## config.mk

```make
export PLATFORM = sky130hd
export DESIGN_NAME = fc_rx_credit_buffer
export DESIGN_NICKNAME = d
export VERILOG_FILES = /design/src/rtl/fc_rx_credit_buffer.sv
export SDC_FILE = /design/constraint.sdc
export NUM_CORES = 1
export LEC_CHECK = 0
export ABC_AREA = 0
export CAP_MARGIN = 20
export CELL_PAD_IN_SITES_DETAIL_PLACEMENT = 1
export CELL_PAD_IN_SITES_GLOBAL_PLACEMENT = 2
export CORE_MARGIN = 2
export CORE_UTILIZATION = 43
export CTS_CLUSTER_DIAMETER = 80
export DETAILED_ROUTE_END_ITERATION = 6
export PLACE_DENSITY_LB_ADDON = 0.1
export RECOVER_POWER = 25
export SLEW_MARGIN = 20
export SYNTH_ARGS = -nofsm -noshare
export SYNTH_HDL_FRONTEND = slang
export SYNTH_SLANG_ARGS = --single-unit
```

## constraint.sdc

```tcl
create_clock -name clk -period 2.4 [get_ports clk]
set_input_delay 0.36 -clock clk [delete_from_list [all_inputs] [get_ports clk]]
set_output_delay 0.36 -clock clk [all_outputs]
set_load 0.01 [all_outputs]
```

## src/rtl/fc_rx_credit_buffer.sv

```systemverilog
// Receiver-side flow-control credit buffer for one credit type: stores TLP words, tracks credit counters, issues InitFC/UpdateFC.
// Optional periodic UpdateFC resend timer enabled by defining FC_UPDATE_TIMER_EN.
module fc_rx_credit_buffer #(
    parameter int unsigned DATA_WIDTH    = 8,
    parameter int unsigned FIFO_DEPTH    = 16,
    parameter int unsigned CREDIT_WIDTH  = 8,
    parameter int unsigned INIT_REPEATS  = 2,
    parameter int unsigned UPDATE_PERIOD = 32
) (
    input  logic                    clk,
    input  logic                    rst_n,
    input  logic                    link_up,
    input  logic                    tlp_valid,
    input  logic [DATA_WIDTH-1:0]   tlp_data,
    input  logic                    rd_en,
    output logic [DATA_WIDTH-1:0]   data_out,
    output logic                    empty,
    output logic                    fc_valid,
    output logic                    fc_type,
    output logic [CREDIT_WIDTH-1:0] fc_credit_limit,
    input  logic                    fc_ack,
    output logic [CREDIT_WIDTH-1:0] credits_received,
    output logic [CREDIT_WIDTH-1:0] credits_allocated,
    output logic                    init_done,
    output logic                    overflow_err
);
    localparam int unsigned PTR_W  = (FIFO_DEPTH > 1) ? $clog2(FIFO_DEPTH) : 1;
    localparam int unsigned CNT_W  = PTR_W + 1;
    localparam int unsigned INIT_W = $clog2(INIT_REPEATS + 1);

    if (FIFO_DEPTH == 0 || INIT_REPEATS == 0 || UPDATE_PERIOD < 2) begin : g_param_check
        $error("fc_rx_credit_buffer: illegal parameter value");
    end

    typedef enum logic [1:0] {S_IDLE, S_INIT, S_RUN} state_t;

    state_t                state;
    logic [DATA_WIDTH-1:0] mem [FIFO_DEPTH];
    logic [PTR_W-1:0]      wr_ptr;
    logic [PTR_W-1:0]      rd_ptr;
    logic [CNT_W-1:0]      count;
    logic [INIT_W-1:0]     init_cnt;
    logic                  update_pending;

    logic                  wr_acc_c;
    logic                  ovf_c;
    logic                  pop_c;
    logic                  xfer_c;
    logic                  issue_c;
    logic                  timer_exp_c;
    logic [CNT_W-1:0]      count_nxt_c;

    // Per-cycle write/pop/handshake qualifiers; the full check uses the pre-cycle count.
    always_comb begin
        wr_acc_c    = (state == S_RUN) && link_up && tlp_valid && (count < CNT_W'(FIFO_DEPTH));
        ovf_c       = (state == S_RUN) && link_up && tlp_valid && (count == CNT_W'(FIFO_DEPTH));
        pop_c       = link_up && rd_en && !empty;
        xfer_c      = fc_valid && fc_ack;
        issue_c     = (state == S_RUN) && !fc_valid && (update_pending || timer_exp_c);
        count_nxt_c = count;
        if (wr_acc_c && !pop_c) begin
            count_nxt_c = count + CNT_W'(1);
        end else if (!wr_acc_c && pop_c) begin
            count_nxt_c = count - CNT_W'(1);
        end
    end

`ifdef FC_UPDATE_TIMER_EN
    localparam int unsigned TMR_W = $clog2(UPDATE_PERIOD);

    logic [TMR_W-1:0] upd_timer;

    assign timer_exp_c = (upd_timer == TMR_W'(UPDATE_PERIOD - 1));

    // Counts RUN cycles since the last transfer; saturates until the resend is accepted.
    always_ff @(posedge clk or negedge rst_n) begin
        if (!rst_n) begin
            upd_timer <= '0;
        end else if (!link_up || state != S_RUN || xfer_c) begin
            upd_timer <= '0;
        end else if (!timer_exp_c) begin
            upd_timer <= upd_timer + TMR_W'(1);
        end
    end
`else
    assign timer_exp_c = 1'b0;
`endif

    always_ff @(posedge clk) begin
        if (wr_acc_c) begin
            mem[wr_ptr] <= tlp_data;
        end
    end

    always_ff @(posedge clk or negedge rst_n) begin
        if (!rst_n) begin
            state             <= S_IDLE;
            wr_ptr            <= '0;
            rd_ptr            <= '0;
            count             <= '0;
            init_cnt          <= '0;
            update_pending    <= 1'b0;
            data_out          <= '0;
            empty             <= 1'b1;
            fc_valid          <= 1'b0;
            fc_type           <= 1'b0;
            fc_credit_limit   <= '0;
            credits_received  <= '0;
            credits_allocated <= '0;
            init_done         <= 1'b0;
            overflow_err      <= 1'b0;
        end else if (!link_up) begin
            // Link down flushes everything except the last popped word.
            state             <= S_IDLE;
            wr_ptr            <= '0;
            rd_ptr            <= '0;
            count             <= '0;
            init_cnt          <= '0;
            update_pending    <= 1'b0;
            empty             <= 1'b1;
            fc_valid          <= 1'b0;
            fc_type           <= 1'b0;
            fc_credit_limit   <= '0;
            credits_received  <= '0;
            credits_allocated <= '0;
            init_done         <= 1'b0;
            overflow_err      <= 1'b0;
        end else begin
            if (wr_acc_c) begin
                wr_ptr           <= wr_ptr + PTR_W'(1);
                credits_received <= credits_received + CREDIT_WIDTH'(1);
            end
            if (ovf_c) begin
                overflow_err <= 1'b1;
            end
            if (pop_c) begin
                data_out          <= mem[rd_ptr];
                rd_ptr            <= rd_ptr + PTR_W'(1);
                credits_allocated <= credits_allocated + CREDIT_WIDTH'(1);
            end
            count <= count_nxt_c;
            empty <= (count_nxt_c == '0);

            case (state)
                S_IDLE: begin
                    state             <= S_INIT;
                    init_cnt          <= '0;
                    credits_allocated <= CREDIT_WIDTH'(FIFO_DEPTH);
                    fc_valid          <= 1'b1;
                    fc_type           <= 1'b0;
                    fc_credit_limit   <= CREDIT_WIDTH'(FIFO_DEPTH);
                end
                S_INIT: begin
                    // Re-raise InitFC after the mandatory idle cycle following each transfer.
                    if (xfer_c) begin
                        fc_valid <= 1'b0;
                        if (init_cnt == INIT_W'(INIT_REPEATS - 1)) begin
                            state     <= S_RUN;
                            init_done <= 1'b1;
                        end else begin
                            init_cnt <= init_cnt + INIT_W'(1);
                        end
                    end else if (!fc_valid) begin
                        fc_valid <= 1'b1;
                    end
                end
                S_RUN: begin
                    if (xfer_c) begin
                        fc_valid <= 1'b0;
                    end else if (issue_c) begin
                        fc_valid        <= 1'b1;
                        fc_type         <= 1'b1;
                        fc_credit_limit <= credits_allocated;
                    end
                    update_pending <= pop_c || (update_pending && !issue_c);
                end
                default: state <= S_IDLE;
            endcase
        end
    end
endmodule

```

==> impl_metrics.tcl, run 1 <==
set metrics [dict create \
    vias 4511 \
    maxCapViolCount 0 \
    worst_ep_arrival_time_ns 2.35 \
    yosysMostFrequentCell "edfxtp_1" \
    crit_chain "inv_1, ha_1, and4b_1, nand2_1, nor3_1, buf_4" \
    synthDistinctLibCells 50 \
    viasPerCell 5.481 \
    die_h_um 138.2 \
    synth_nets 537 \
    final_nets 610 \
    status "complete, no violations" \
    max_freq_mhz 450.1 \
    dieArea_um2 19100 \
    insertion_delay_ns 0.44 \
    htree_levels 4 \
    start_util_pct 43.40 \
    worst_clock_skew_ns 0.01455 \
    ir_drop_mv 0.5411 \
    setup_viol 0 \
    setup_tns_ns 0 \
    rsz0062_at_grt "false" \
    reg2reg_from "state[0]" \
    highest_layer "met4" \
    wl_met1_mm 8.096 \
    area_delta_synth_final_pct 19.89 \
    netlist_top_cells_area "edfxtp_1 (50%), dfrtp_1 (17%), mux4_2 (9.3%)" \
    numCtsBuffers 17 \
    ys_async_sr_fraction_pct 30.05 \
    gp_congestion 0.7822 \
    numPortBuffers 50 \
    drtAntennaViolNets 0 \
    cts_tree "built" \
    core-area_um2 17840 \
    cts_setup_buffers 0 \
    hold_violations 0 \
    period_share_pct 92.57 \
    dr.first_iter.drc_count 301 \
    cts.repair.resized 0 \
    clkTransAtPathRegs_ns 0.07 \
    post_drt_wl_per_cell_um 21.46 \
    synth_top_area_share_pct 49.64 \
    grt_first_pass_wirelength_mm 27.82 \
    yosysWarnings 0 \
    startpoint "state[0]" \
    path_class "flip-flop to flip-flop" \
    max_slew_margin_pct 9.521 \
    synth_edf_count 128 \
    cp_max_fo 8 \
    grt_max_degree 36 \
    grt_pass1_vias 4822 \
    fillers 1740 \
    wl_met2_mm 8.855 \
    synthesis.area_um2 7744 \
    dr_wl_met3_um 530 \
    r2r-end "mem[0][0]" \
    min_path_type "flip-flop to flip-flop" \
    root_buffer "clkbuf_16" \
    die_x_um 138.2 \
    antenna_found_initial 0 \
    syn_avg_cell_area_um2 15.24 \
    clock_sinks 183 \
    syn-instance-count 508 \
    drc 0 \
    ff2ff_setup_slack_ns 0.18 \
    period_needed_ns 2.222 \
    grt_usage_pct 19.31 \
    endpoint_kind "flip-flop" \
    n_antenna_cell 0 \
    ys_ff_latch 183 \
    wl_mm 17.67 \
    num_io_pins 51 \
    overflow 0 \
    p_leak_nw 3.205 \
    worst_pin_slew_ns 1.357 \
    ys_top_cells_by_count "edfxtp_1 (128), dfrtp_1 (54), nand2_1 (43)" \
    crit_end "mem[0][0]" \
    yosysTopAreaCell "edfxtp_1" \
    seq_area_frac_synth_pct 67.43 \
    p_per_area_nw_per_um2 842.2 \
    critPathMaxStageDelay_ns 0.40 \
    crit_slowest_cell "dfrtp_1" \
    drt_pre_antenna_iters 7 \
    yosys_most_used_dff "edfxtp_1" \
    utilization_pct 52.04 \
    drive_gt1_share_pct 16.33 \
    crit_path_start_kind "flip-flop" \
    ff2ff_path_depth 6 \
    required_ns 2.53 \
    num_rows 49 \
    cts_buffer_depth 2 \
    slew_viol_final 0 \
    dp_hpwl_mm 11.77 \
]
[state kept, by name, indices dropped and copies added, names as in the netlist]
register           cells
count                  5
credits_allocated      8
credits_received       8
data_out               8
empty                  1
fc_credit_limit        8
fc_type                1
fc_valid               1
init_cnt               2
init_done              1
mem                  128
overflow_err           1
rd_ptr                 4
state                  2
update_pending         1
wr_ptr                 4
[placed cells by master, fill, tap and decap left out, types with 4 or more instances in the layout]
cell / count
nor3_1: 7
edfxtp_1: 128
nand2_1: 43
mux4_2: 32
dlygate4sd3_1: 6
dfrtp_1: 53
nand4_1: 16
nand3_1: 7
a21oi_1: 12
mux2i_1: 21
nand2b_1: 5
clkbuf_16: 17
nand4b_1: 4
buf_4: 27
o21ai_0: 9
clkdlybuf4s50_1: 44
inv_6: 5
inv_1: 17
xnor2_1: 10
o221ai_1: 8
xor2_1: 10
nor2_1: 40
ha_1: 15
[layout make-up]
class	count	area, um^2	share of cell area (%)
Multi-Input combinational cell	280	2331	25.11
Sequential cell	183	5223	56.25
Clock inverter	15	183.9	1.981
Inverter	18	67.56	0.7278
Timing Repair Buffer	81	767.0	8.261
Clock buffer	17	425.4	4.582
Tap cell	229	286.5	3.086
[report_power, final]
group	internal, W	switching [W]
Clock	0.00158	0.00128
Combinational	0.000608	0.000677
Sequential	0.00353	0.000147
Total	0.00572	0.00210
[through the flow]
step | power, W | hold slack, ns | instance area (um^2) | worst slack, ns | cells
final | 0.007819 | 0.4937 | 9284 | 0.1782 | 823
after global routing | 0.008131 | 0.5119 | 9284 | 0.08753 | 823
after CTS | 0.007911 | 0.4680 | 9285 | 0.2222 | 823
after detailed placement | 0.005049 | 0.3912 | 8666 | 0.1412 | 790
after global placement | 0.005013 | 0.3712 | 8666 | 0.2260 | 790
after floorplan | 0.004498 | 0.06441 | 7744 | 0.3589 | 508
[worst min path at each step]
stage | startpoint | end | slack [ns] | cells past startpoint
final | data_out[7] | data_out[7] | 0.49 | 2
after CTS | rst_n | fc_type | 0.47 | 2
after floorplan | rst_n | count[0] | 0.06 | 0
after detailed placement | rst_n | fc_type | 0.39 | 1
after global placement | rst_n | fc_type | 0.37 | 1
after global routing | data_out[2] | data_out[2] | 0.51 | 2
[what timing repair did]
action                                  CTS  global route
endpoints found under the setup margin    0             0
endpoints found under the hold margin    19             0
hold buffers                              1             0
[routing by layer]
layer / up-vias / global-route usage, %
met5: - / 0
met4: 0 / 5.585
met3: 16 / 3.117
met2: 81 / 32.36
met1: 2330 / 26.39
li1: 2084 / -
[critical path: cells and delay by family, from the launching register on]
family / cells / cell delay, ns
AND/OR/NAND/NOR: 3 / 0.80
adder cells (fa/ha/maj): 1 / 0.38
buffers and inverters: 2 / 0.35
flip-flops: 1 / 0.40
[kinds of logic (layout without fill, tap and decap cells)]
family,Yosys count,in the layout,synth area share (%)
buffers and inverters,45,131,2.472
XOR/XNOR,20,20,2.262
adder cells (fa/ha/maj),15,15,2.424
multiplexers,53,53,12.02
AO/OA/AOI/OAI,48,48,4.185
AND/OR/NAND/NOR,144,144,9.210
flip-flops,183,183,67.43
Note: power is estimated with default switching activity, not from simulation.
==> run 2, diff against run 1 <==
SLEW_MARGIN = not set   (was 20)
==> results of run 2 <==
Same layout as run 1: the final DEF is identical, and so are final timing and power.
==> run 3, diff against run 2 <==
CORE_MARGIN = not set   (was 2)
CTS_CLUSTER_DIAMETER = 200   (was 80)
==> impl_metrics.tcl, run 3 (same netlist as run 1, synthesis figures left out) <==
set metrics [dict create \
    core-area_um2 17420 \
    overflow 0 \
    clkTransAtPathRegs_ns 0.07 \
    wl_mm 17.81 \
    post_drt_wl_per_cell_um 21.64 \
    grt_pass1_vias 4877 \
    grt_max_degree 36 \
    num_rows 48 \
    min_path_type "flip-flop to flip-flop" \
    maxCapViolCount 1 \
    final_cell_mix "edfxtp_1 (128), dfrtp_1 (53), clkdlybuf4s50_1 (44)" \
    cts_buffer_depth 2 \
    dp_hpwl_mm 12.05 \
    cts_setup_buffers 0 \
    grt_first_pass_wirelength_mm 28.35 \
    die_x_um 136.2 \
    final_nets 614 \
    status "complete, but fails checks" \
    vias 4539 \
    final_cell_area_um2 9311 \
    dp_slack_ns 0.1334 \
    top_register "mem" \
    die_h_um 136.2 \
    crit_slowest_cell "and4b_1" \
    rsz0062_at_grt "false" \
    grt_usage_pct 21.16 \
    cp_top_family "simple AND/OR/NAND/NOR gates" \
    start_util_pct 44.46 \
    critPathMaxStageDelay_ns 0.45 \
    drc 0 \
    numPortBuffers 50 \
    p_leak_nw 3.214 \
    worst_ep_arrival_time_ns 2.34 \
    antenna_found_initial 0 \
    root_buffer "clkbuf_16" \
    num_io_pins 51 \
    crit_buf_inv 2 \
    final_common_cell "edfxtp_1" \
    area_delta_synth_final_pct 20.25 \
    setup_viol 0 \
    hold_violations 0 \
    period_share_pct 91.77 \
    crit_path_start_kind "flip-flop" \
    violations "max-capacitance violations, max-slew violations" \
    slew_viol_final 26 \
    htree_levels 4 \
    drive_gt1_share_pct 16.72 \
    dieArea_um2 18550 \
    required_ns 2.54 \
    holdWs_ns 0.4915 \
    max_freq_mhz 454.0 \
    dpl_cell_area_um2 8703 \
    drtAntennaViolNets 0 \
    insertion_delay_ns 0.43 \
    numCtsBuffers 17 \
    fin_ws_ns 0.1974 \
    gp_congestion 0.8157 \
    period_needed_ns 2.203 \
    ir_drop_mv 0.6004 \
    crit_chain "inv_1, ha_1, and4b_1, nand2_1, nor3_1, buf_4" \
    path_class "flip-flop to flip-flop" \
    setup_tns_ns 0 \
    max_slew_margin_pct -10.18 \
    largest_reg_flops 128 \
    viasPerCell 5.515 \
    endpoint_kind "flip-flop" \
    cp_max_fo 8 \
    cts_tree "built" \
    dr.first_iter.drc_count 269 \
    worst_clock_skew_ns 0.009993 \
    drt_pre_antenna_iters 4 \
    n_antenna_cell 0 \
    p_per_area_nw_per_um2 842.1 \
    worst_pin_slew_ns 1.653 \
    clock_sinks 183 \
]
[run 3: cell count changes in the layout (fill, tap and decap cells not counted)]
cell        before  now
buf_12           3    4
buf_4           27   28
clkbuf_1         1    3
clkinv_1         2    1
clkinv_8         2    1
clkinvlp_4       1    3
inv_6            5    4
inv_8            2    3
[run 3: cell type report]
| cell class | instances | area (um^2) |
|---|---|---|
| clock buffers | 17 | 425.4 |
| clock inverters | 15 | 181.4 |
| fillers | 1674 | 8105 |
| inverters | 18 | 67.56 |
| multi-input cells | 280 | 2331 |
| flip-flops and latches | 183 | 5223 |
| well taps | 225 | 281.5 |
| repair buffers | 85 | 802.0 |
[run 3: report_power, final]
group / total [W] / switching [W] / internal (W)
sequential: 0.00370 / 0.000167 / 0.00353
combinational: 0.00129 / 0.000666 / 0.000627
clock: 0.00285 / 0.00127 / 0.00158
[run 3: timing repair]
action / 4_1_cts / 5_1_grt
resized for setup: 0 / 0
endpoints found under the setup margin: 0 / 0
endpoints found under the hold margin: 24 / 0
hold buffers: 1 / 0
[run 3: path summary, 6_finish.rpt]
check	from	end	slack (ns)	cells after the start
max reg2reg	state[0]	mem[3][2]	0.20	6
min reg2reg	overflow_err	overflow_err	0.49	1
min	overflow_err	overflow_err	0.49	1
max in group asynchronous	rst_n	wr_ptr[1]	0.55	2
max	state[0]	mem[3][2]	0.20	6
min in group asynchronous	rst_n	init_done	0.88	2
[run 3: metal layers]
layer / up-vias / global-route usage (%) / share of wire, %
met5: - / 0 / 0
met4: 0 / 7.037 / 1.6
met3: 23 / 3.579 / 2.4
met2: 68 / 34.21 / 49
met1: 2362 / 29.03 / 47
li1: 2086 / - / -
[run 3: worst reg2reg max path, cell delays in order (launching register included)]
cell and delay, ns:
dfrtp_1 0.40, inv_1 0.11, ha_1 0.33, and4b_1 0.45, nand2_1 0.19, nor3_1 0.20
buf_4 0.21
[run 3: metrics by stage]
stage | util (%) | cells | total power (W)
2_1_floorplan | - | 508 | 0.004498
3_3_place_gp | 49.97 | 790 | 0.005042
3_5_place_dp | 49.97 | 790 | 0.005082
4_1_cts | 53.51 | 823 | 0.007938
5_1_grt | 53.46 | 823 | 0.008166
6_report | 53.46 | 823 | 0.007841
